### config.mk
export PLATFORM = sky130hd
export DESIGN_NAME = motor_cmd_sequencer
export DESIGN_NICKNAME = d
export VERILOG_FILES = /design/src/rtl/motor_cmd_pkg.sv /design/src/rtl/motor_cmd_sequencer_pulse_sync.sv /design/src/rtl/motor_cmd_sequencer.sv
export SDC_FILE = /design/constraint.sdc
export NUM_CORES = 1
export LEC_CHECK = 0
export BUFFER_PORTS_ARGS = -buffer_cell sky130_fd_sc_hd__buf_2
export CORE_AREA = 3 3 146 205
export DETAILED_ROUTE_END_ITERATION = 7
export DIE_AREA = 0 0 149 208
export PLACE_DENSITY = 0.73
export SYNTH_ARGS = -nofsm -noshare
export SYNTH_HDL_FRONTEND = slang
export SYNTH_SLANG_ARGS = --single-unit
export TNS_END_PERCENT = 100
### constraint.sdc
create_clock -name GCLK -period 2.4 [get_ports GCLK]
set_input_delay 0.24 -clock GCLK [delete_from_list [all_inputs] [get_ports GCLK]]
set_output_delay 0.24 -clock GCLK [all_outputs]
set_load 0.02 [all_outputs]
### src/rtl/motor_cmd_pkg.sv
// Shared encodings for the motor command sequencer: command opcodes, word field
// positions, FSM states and the readback select that steps the spectrometer bins.
package motor_cmd_pkg;

    typedef enum logic [5:0] {
        CMD_SET_UPTIME = 6'd0,
        CMD_SEND_DATA  = 6'd1,
        CMD_SET_PERIOD = 6'd2,
        CMD_RESET_ENC  = 6'd3
    } cmd_t;

    localparam int CMD_HI  = 31;
    localparam int CMD_LO  = 26;
    localparam int IDX_HI  = 25;
    localparam int IDX_LO  = 21;
    localparam int VAL_HI  = 20;
    localparam int VAL_LO  = 0;
    localparam int ADDR_HI = 7;
    localparam int ADDR_LO = 0;

    typedef enum logic [1:0] {
        ST_IDLE,
        ST_CAPTURE,
        ST_EXEC
    } state_t;

    localparam logic [7:0] READ_SEL_BINS = 8'd2;

endpackage

### src/rtl/motor_cmd_sequencer_pulse_sync.sv
// Brings an asynchronous level into the local clock domain through a flop chain
// and emits a one-cycle pulse on its synchronised rising edge.
module pulse_sync #(
    parameter int STAGES = 2
) (
    input  logic clk,
    input  logic reset,
    input  logic async_in,
    output logic rise
);

    logic [STAGES-1:0] sync_q, sync_d;
    logic              last_q, last_d;

    always_comb begin
        sync_d = {sync_q[STAGES-2:0], async_in};
        last_d = sync_q[STAGES-1];
        rise   = sync_q[STAGES-1] & ~last_q;
    end

    always_ff @(posedge clk) begin
        if (reset) begin
            sync_q <= '0;
            last_q <= 1'b0;
        end else begin
            sync_q <= sync_d;
            last_q <= last_d;
        end
    end

endmodule

### src/rtl/motor_cmd_sequencer.sv
// Decodes SPI command words into PWM shadow writes, encoder resets and readback
// selection. Optional CMD_WATCHDOG_EN zeroes all uptimes after a command drought.
module motor_cmd_sequencer
    import motor_cmd_pkg::*;
#(
    parameter int NUM_GPIO     = 3,
    parameter int NUM_ENCODERS = 3,
    parameter int NUM_BINS     = 640,
    parameter int PWM_W        = 21,
    parameter int SYNC_STAGES  = 2,
    parameter int RESET_PERIOD = 20000,
    parameter int WDT_CYCLES   = 50_000_000
) (
    input  logic                      GCLK,
    input  logic                      reset,
    input  logic [31:0]               spi_data_in,
    input  logic                      spi_data_ready,
    input  logic [NUM_GPIO-1:0]       pwm_cycle_end,
    output logic [NUM_GPIO*PWM_W-1:0] motor_periods,
    output logic [NUM_GPIO*PWM_W-1:0] motor_uptimes,
    output logic [NUM_ENCODERS-1:0]   enc_reset,
    output logic [7:0]                read_sel,
    output logic [9:0]                bin_addr,
    output logic                      cmd_error,
    output logic [15:0]               cmd_count
);

    state_t                  state_q, state_d;
    logic [31:0]             word_q, word_d;
    logic                    rdy_rise;
    cmd_t                    cmd_f;
    logic [4:0]              idx_f;
    logic [PWM_W-1:0]        wr_val;
    logic [7:0]              addr_f;
    logic [NUM_GPIO-1:0]     wr_per, wr_up, clamp_err;
    logic [NUM_ENCODERS-1:0] enc_pulse;
    logic                    cmd_err_c, accepted, wdt_fire;
    logic [7:0]              read_sel_q, read_sel_d;
    logic [9:0]              bin_q, bin_d;
    logic                    err_q, err_d;
    logic [15:0]             count_q, count_d;

    pulse_sync #(.STAGES(SYNC_STAGES)) u_rdy_sync (
        .clk      (GCLK),
        .reset    (reset),
        .async_in (spi_data_ready),
        .rise     (rdy_rise)
    );

    assign cmd_f  = cmd_t'(word_q[CMD_HI:CMD_LO]);
    assign idx_f  = word_q[IDX_HI:IDX_LO];
    assign wr_val = PWM_W'(word_q[VAL_HI:VAL_LO]);
    assign addr_f = word_q[ADDR_HI:ADDR_LO];

    always_comb begin
        state_d = state_q;
        word_d  = word_q;
        case (state_q)
            ST_IDLE:    if (rdy_rise) state_d = ST_CAPTURE;
            ST_CAPTURE: begin
                word_d  = spi_data_in;
                state_d = ST_EXEC;
            end
            default:    state_d = ST_IDLE;
        endcase
    end

    // Command decode is only live in EXEC, so every strobe below lasts one cycle.
    always_comb begin
        wr_per    = '0;
        wr_up     = '0;
        enc_pulse = '0;
        cmd_err_c = 1'b0;
        if (state_q == ST_EXEC) begin
            case (cmd_f)
                CMD_SET_UPTIME, CMD_SET_PERIOD: begin
                    for (int i = 0; i < NUM_GPIO; i++) begin
                        if (idx_f == 5'(i)) begin
                            if (cmd_f == CMD_SET_PERIOD) wr_per[i] = 1'b1;
                            else                         wr_up[i]  = 1'b1;
                        end
                    end
                    cmd_err_c = ~|(wr_per | wr_up);
                end
                CMD_RESET_ENC: begin
                    for (int i = 0; i < NUM_ENCODERS; i++)
                        if (idx_f == 5'(i)) enc_pulse[i] = 1'b1;
                    cmd_err_c = ~|enc_pulse;
                end
                CMD_SEND_DATA: cmd_err_c = 1'b0;
                default:       cmd_err_c = 1'b1;
            endcase
        end
    end

    assign accepted  = (state_q == ST_EXEC) & ~cmd_err_c;
    assign enc_reset = enc_pulse;

    always_comb begin
        read_sel_d = read_sel_q;
        bin_d      = bin_q;
        if (state_q == ST_EXEC && cmd_f == CMD_SEND_DATA) begin
            if (addr_f == READ_SEL_BINS) begin
                if (read_sel_q == READ_SEL_BINS)
                    bin_d = (bin_q == 10'(NUM_BINS - 1)) ? 10'd0 : bin_q + 10'd1;
                else
                    bin_d = 10'd0;
            end
            read_sel_d = addr_f;
        end
        err_d   = err_q | cmd_err_c | (|clamp_err) | wdt_fire;
        count_d = count_q + 16'(accepted);
    end

    always_ff @(posedge GCLK) begin
        if (reset) begin
            state_q    <= ST_IDLE;
            word_q     <= '0;
            read_sel_q <= '0;
            bin_q      <= '0;
            err_q      <= 1'b0;
            count_q    <= '0;
        end else begin
            state_q    <= state_d;
            word_q     <= word_d;
            read_sel_q <= read_sel_d;
            bin_q      <= bin_d;
            err_q      <= err_d;
            count_q    <= count_d;
        end
    end

    assign read_sel  = read_sel_q;
    assign bin_addr  = bin_q;
    assign cmd_error = err_q;
    assign cmd_count = count_q;

`ifdef CMD_WATCHDOG_EN
    logic [31:0] wdt_q, wdt_d;

    always_comb begin
        wdt_d    = wdt_q;
        wdt_fire = 1'b0;
        if (accepted) begin
            wdt_d = '0;
        end else if (wdt_q < 32'(WDT_CYCLES)) begin
            wdt_d    = wdt_q + 32'd1;
            wdt_fire = (wdt_q == 32'(WDT_CYCLES - 1));
        end
    end

    always_ff @(posedge GCLK) begin
        if (reset) wdt_q <= '0;
        else       wdt_q <= wdt_d;
    end
`else
    // Keeps the timeout parameter referenced when the watchdog is compiled out.
    logic wdt_unused;
    assign wdt_unused = (WDT_CYCLES != 0);
    assign wdt_fire   = 1'b0;
`endif

    for (genvar g = 0; g < NUM_GPIO; g++) begin : g_ch
        logic [PWM_W-1:0] sh_per_q, sh_per_d, sh_up_q, sh_up_d;
        logic [PWM_W-1:0] per_q, per_d, up_q, up_d;
        logic             pend_q, pend_d, clamp_c;

        // Commit reads the pre-write shadows; a same-cycle write re-arms pending.
        always_comb begin
            sh_per_d = sh_per_q;
            sh_up_d  = sh_up_q;
            per_d    = per_q;
            up_d     = up_q;
            pend_d   = pend_q;
            clamp_c  = 1'b0;
            if (pwm_cycle_end[g] && pend_q) begin
                per_d  = sh_per_q;
                pend_d = 1'b0;
                if (sh_up_q > sh_per_q) begin
                    up_d    = sh_per_q;
                    clamp_c = 1'b1;
                end else begin
                    up_d = sh_up_q;
                end
            end
            if (wr_per[g]) begin
                sh_per_d = wr_val;
                pend_d   = 1'b1;
            end
            if (wr_up[g]) begin
                sh_up_d = wr_val;
                pend_d  = 1'b1;
            end
            if (wdt_fire) begin
                sh_up_d = '0;
                up_d    = '0;
                pend_d  = 1'b0;
            end
        end

        always_ff @(posedge GCLK) begin
            if (reset) begin
                sh_per_q <= PWM_W'(RESET_PERIOD);
                per_q    <= PWM_W'(RESET_PERIOD);
                sh_up_q  <= '0;
                up_q     <= '0;
                pend_q   <= 1'b0;
            end else begin
                sh_per_q <= sh_per_d;
                per_q    <= per_d;
                sh_up_q  <= sh_up_d;
                up_q     <= up_d;
                pend_q   <= pend_d;
            end
        end

        assign clamp_err[g]                    = clamp_c;
        assign motor_periods[g*PWM_W +: PWM_W] = per_q;
        assign motor_uptimes[g*PWM_W +: PWM_W] = up_q;
    end

endmodule

# Word level (Yosys, flattened, before mapping)
# Cells that the tools add are included.
# op_classes
n_div	0
shifts	0
n_bitwise	7
reduce_logical	17
n_mul	0
eq_ne	11
n_mux	59
n_addsub	2
magnitude_cmp	3
# ops
op	count
21-bit greater-than comparator	3
21-bit two-way mux	3
1-bit two-way mux	45
10-bit two-way mux	2
3-bit two-way mux	6
16-bit by 1-bit adder with 16-bit output	1
8-bit by 2-bit equality test with 1-bit output (second input constant)	2
6-bit by 2-bit equality test with 1-bit output (second input constant)	2
10-bit by 1-bit adder with 10-bit output (second input constant)	1
10-bit equality test (second input constant)	1
3-bit nonzero test	3
3-bit OR reduction	3
6-bit by 1-bit equality test with 1-bit output (second input constant)	1
6-bit logical NOT	1
5-bit by 1-bit equality test with 1-bit output (second input constant)	1
5-bit by 2-bit equality test with 1-bit output (second input constant)	1
5-bit logical NOT	1
1-bit logical AND	4
2-bit case mux with 2 select lines	1
3-bit OR	1
1-bit case mux with 3 select lines	1
1-bit AND	2
2-bit by 1-bit equality test with 1-bit output (second input constant)	1
2-bit equality test (second input constant)	1
other kinds (8)	11
# word_totals
register_bits	327
ramBits	0
mem_bits_ro	0
in_bits	38
latch_bits	0
word_cells	122
output_inout_bits	164
n_memories	0

# Longest topological paths before layout
# depth
word_depth	13
depth_mapped	11
ltp_nobuf	11

# By module
# From an unflattened synthesis, not the netlist that was laid out.
# unflattened
hier_cells	1753
area_unflattened_um2	14013.4
# modules_own_cells
module	instances	area_each_um2	cells_each	seq_area_each_um2
motor_cmd_sequencer	1	13925.9	1746	6486.2
pulse_sync	1	87.6	7	60.1

# Worst setup path before layout
# No wires, ideal clock.
# synth_timing
kind	reg2reg
startpoint	reg g_ch[1].sh_per_q[20]
endpoint	reg g_ch[1].up_q[1]
arrival_ns	2.134
path_stages_with_launch	10
n_path_buf	1
synth_period_minus_slack_ns	2.276
required_time_ns	2.258
setup_slack_ns	0.124
setup_time_ns	0.142
path_cell_list	dfxtp_1 -> inv_1 -> ha_1 -> nand3_2 -> or4_4 -> a211o_1 -> o2111a_1 -> clkbuf_1 -> o21ai_0 -> a311oi_1
# synth_via
elab_chain_len	2
# synth_lines
element	line	source
from (decl)	motor_cmd_sequencer.sv:164	logic [PWM_W-1:0] sh_per_q, sh_per_d, sh_up_q, sh_up_d;
from (signal assigned)	motor_cmd_sequencer.sv:203	sh_per_q <= PWM_W'(RESET_PERIOD);
from (signal assigned)	motor_cmd_sequencer.sv:209	sh_per_q <= sh_per_d;
21-bit greater-than comparator	motor_cmd_sequencer.sv:179	if (sh_up_q > sh_per_q) begin
21-bit two-way mux	motor_cmd_sequencer.sv:179	
to (signal assigned)	motor_cmd_sequencer.sv:212	up_q <= up_d;
to (decl)	motor_cmd_sequencer.sv:165	logic [PWM_W-1:0] per_q, per_d, up_q, up_d;
# No other way between the ends.
# A chain may end at the register's enable or synchronous reset.

# Worst setup path in the final report
# layout_timing
startpoint	reg g_ch[1].sh_per_q[17]
endpoint	reg g_ch[1].up_q[18]
# Same word-level chain as after synthesis.

==> results.md <==
* Outcome: complete, but fails checks
* Violated checks: setup timing
* Via count of the first global-routing pass at 12560
* Critical path cell sequence: inv_1 -> ha_4 -> nand3_2 -> or4_4 -> a211o_1 -> buf_6 -> o2111ai_4 -> buf_12 -> nand3_1 -> a311oi_1
* CTS Sinks at 327
* Starting Density at 49.85%
* Number of hold-slack violations in the final timing report at 0
* Net count of the finished layout at 2033
* DIE WIDTH at 149 um
* Post-synthesis xor/xnor area fraction at 1.179%
* Final weighted congestion of routability-driven global placement at a little under 0.9
* Top cells by count, synth: dfxtp_1, nand2_1, nor2_1, a21oi_1, clkbuf_1
* Initial antenna violation count at 0
* Area share of fa/ha/maj cells after synthesis at 5.851%
* Number of buffers added by the clock tree synthesis step at 31
* Fraction of final layout cells sized beyond drive strength 1 at 23.54%
* Remaining global-route overflow at 0
* Worst Slack Setup Final at -0.07841 ns
* Simple-gate share of the synthesized area at 18.87%
* Worst hold stages at 2
* Final non-filler cell total at approximately 2300
* Instance area at placement at ~16000 sq um
* Most frequently used flop master after synthesis: dfxtp_1
* Boundary Pins at just over 200
* Total vias in the final route at 12980
* Wire length per cell at ~18 um
* Source-to-sink clock delay at the later pin of the worst-skew pair at 0.58 ns
* Slew @ Worst Pin at between 0.6 and 0.7 ns
* Inst Count DP at approximately 2200
* Required @ worst endpoint at roughly 2.9 ns
* Number of warnings reported in the yosys synthesis log at 0
* DRT antenna net count at 0
* Maxcap violations at 0
* Pleak at 7.595 nW
* Post-Route Skew at 0.02208 ns
* Yosys cell types at between 50 and 60
* Clock Root Buffer: clkbuf_16
* Critical path peak fanout at 6
* Portion of synthesized cell area occupied by the leading cell type at 46.38%
* Pins Over Slew Limit at 0
* Relative area change from synthesis to final layout at 26.26%
* Max Buffers Root-to-Sink at 3
* Post-detailed-routing wire length at 41490 um
* Global-route total usage across every layer at around 26%
* Placeable Area at 28310 sq um
* N_diodes at 0
* Die footprint at 30990 sq um
* CTS tree: yes
* Maximum number of pins on one net before global-route repair at 76
* Setup slack after placement at -0.1113 ns
* Final number of setup-violating endpoints at 21
* Power per unit of standard cell area at 595.9 nW/um^2
* Count of unresolved DRC violations after routing at 0
* Combinational family with the most area after synthesis: simple AND/OR/NAND/NOR gates
* DP Wirelength at 27900 um
* Most common cell in the netlist: dfxtp_1
* Final worst-path cycle share at 103.3%
* Maximum vdd ir drop at 0.0005030 V
* Startpoint-to-endpoint class of the critical path: flop to flop
* Number of optimization iterations in the first detailed-route pass at 6
* Number of DRC markers after the initial detailed-route iteration at 841
* Summed negative setup slack over all endpoints at -1.120 ns
* Cells taking the most area after synthesis: dfxtp_1, nand2_1, ha_1, mux2i_1, a21oi_1
* Arrival time of the worst setup path at between 2 and 3 ns
* Max-slew headroom at approximately 57%
* First-pass GRT wire length at 65200 um
* #FFs+latches synth at 327
* Sequential area share after synthesis at 46.38%
* Synth Net Count at 1768
* Worst Reg-to-Reg Cells at 10
* Stage delay of the slowest cell on the critical path at about 0.52 ns
* Cell count after synthesis at 1664
* Mean instance size in the synthesized netlist at approximately 8.5 sq um
* Final instance area at 17820 sq um
* Element type at the critical path start: flop
* Cell type with the highest aggregate area in the netlist: dfxtp_1
* Total number of H-tree levels at 1
* Clock Pin Slew Worst Setup and Hold Paths at roughly 0.070 ns
* Area of the mapped netlist at 14110 sq um
* Post-synth ARST share at 0%
* Mux contribution to synthesized area at 5.532%
* Hold WC Path Type: primary input to flop
* Kind of end point of the critical path: flop
* Vias per inst at 5.584
* EDFF count, synth at 0
* Unrepaired setup endpoints after global routing: true
* Number of cell rows at 73
* Post-synthesis compound-gate area fraction at roughly 17%
* Die Y-Extent at 208 um
* Slowest cell on crit path: or4_4
* Clock period minus worst slack at 2.478 ns
* Buffers on Ports at 201
* Highest clock frequency the design can meet at between 400 and 500 MHz
-- final cells by class --
cell class              count  area [sq um]
clock inverters            12         132.6
multi-input cells        1151          7134
flip-flops and latches    327          6574
clock buffers              42         857.1
fillers                  2432         10500
inverters                  65         244.0
well taps                 375         469.2
repair buffers            353          2409
-- cells by family (layout without fill, tap and decap cells) --
logic type	Yosys count	after routing
compound gates	383	383
flops	327	327
mux	78	78
simple gates	605	605
fa+ha+maj	66	66
buf+inv	186	472
xor+xnor	19	19
-- routing by layer --
| layer | routed length [um] | global-route usage, % |
|---|---|---|
| met5 | 0 | 0 |
| met4 | 1627 | 9.665 |
| met2 | 20760 | 44.69 |
| met3 | 2712 | 3.922 |
| met1 | 16400 | 31.64 |
-- stage by stage --
stage / utilization [%] / power, mW / hold slack [ns]
finish: 62.93 / 10.62 / 0.04833
global route: 62.93 / 10.91 / 0.07071
global placement: 56.23 / 5.830 / 0.3759
detailed placement: 56.23 / 5.832 / 0.3807
CTS: 61.97 / 10.67 / 0.04166
floorplan: - / 5.720 / 0.3189
-- final timing paths --
path	start	to	slack, ns
max	g_ch[1].sh_per_q[17]$_SDFFE_PP0P_	g_ch[1].up_q[18]$_SDFFE_PP0P_	-0.08
min	reset	read_sel[5]$_SDFFE_PP0P_	0.05
max reg2reg	g_ch[1].sh_per_q[17]$_SDFFE_PP0P_	g_ch[1].up_q[18]$_SDFFE_PP0P_	-0.08
min reg2reg	u_rdy_sync.last_q$_SDFF_PP0_	state_q[0]$_SDFFE_PP0P_	0.39
-- placed cells by master, fill, tap and decap left out, types with 13 or more instances in the layout --
| cell type | synthesis | final |
|---|---|---|
| nor2_1 | 189 | 189 |
| a211oi_1 | 40 | 35 |
| dfxtp_2 | 0 | 22 |
| clkbuf_16 | 0 | 31 |
| dlygate4sd3_1 | 1 | 36 |
| buf_2 | 14 | 201 |
| nand2_1 | 283 | 281 |
| o21ai_0 | 72 | 66 |
| mux2i_1 | 78 | 78 |
| dfxtp_1 | 327 | 305 |
| ha_1 | 66 | 55 |
| a31oi_1 | 41 | 40 |
| buf_4 | 2 | 101 |
| a21oi_1 | 153 | 153 |
| nand3_1 | 32 | 24 |
| and3_1 | 22 | 22 |
| inv_1 | 65 | 59 |
| a211o_1 | 26 | 26 |
| a311oi_1 | 22 | 13 |
-- where the power goes --
group          total [mW]  switching (mW)  internal (mW)
Sequential           5.47          0.0248           5.44
Combinational       0.296           0.179          0.117
Clock                4.85            2.14           2.72
Total                10.6            2.34           8.28
-- registers in the layout, indices dropped and copies added, names as in the netlist --
register and flops:
cmd_error 1, u_rdy_sync.last_q 1, read_sel 8, bin_addr 10, g_ch.sh_up_q 63, state_q 2
g_ch.pend_q 3, g_ch.up_q 63, g_ch.sh_per_q 63, g_ch.per_q 63, u_rdy_sync.sync_q 2, word_q 32
cmd_count 16
-- worst max-delay path, delay by kind of cell, from the launching register on --
family | cells | cell delay (ns)
adder cells (fa/ha/maj) | 1 | 0.28
flip-flops | 1 | 0.34
buffers and inverters | 3 | 0.38
AO/OA/AOI/OAI | 3 | 0.71
AND/OR/NAND/NOR | 3 | 0.66
-- what timing repair did --
item                                    in CTS  in global routing
hold buffers                                36                  0
setup buffers                                4                  7
gates resized for setup                     39                 63
endpoints found under the setup margin      24                 74
hold endpoints to repair                    36                  0
gates cloned                                 3                  3
pin swaps                                   14                 29
No activity file was read; power rests on OpenSTA's default activity.
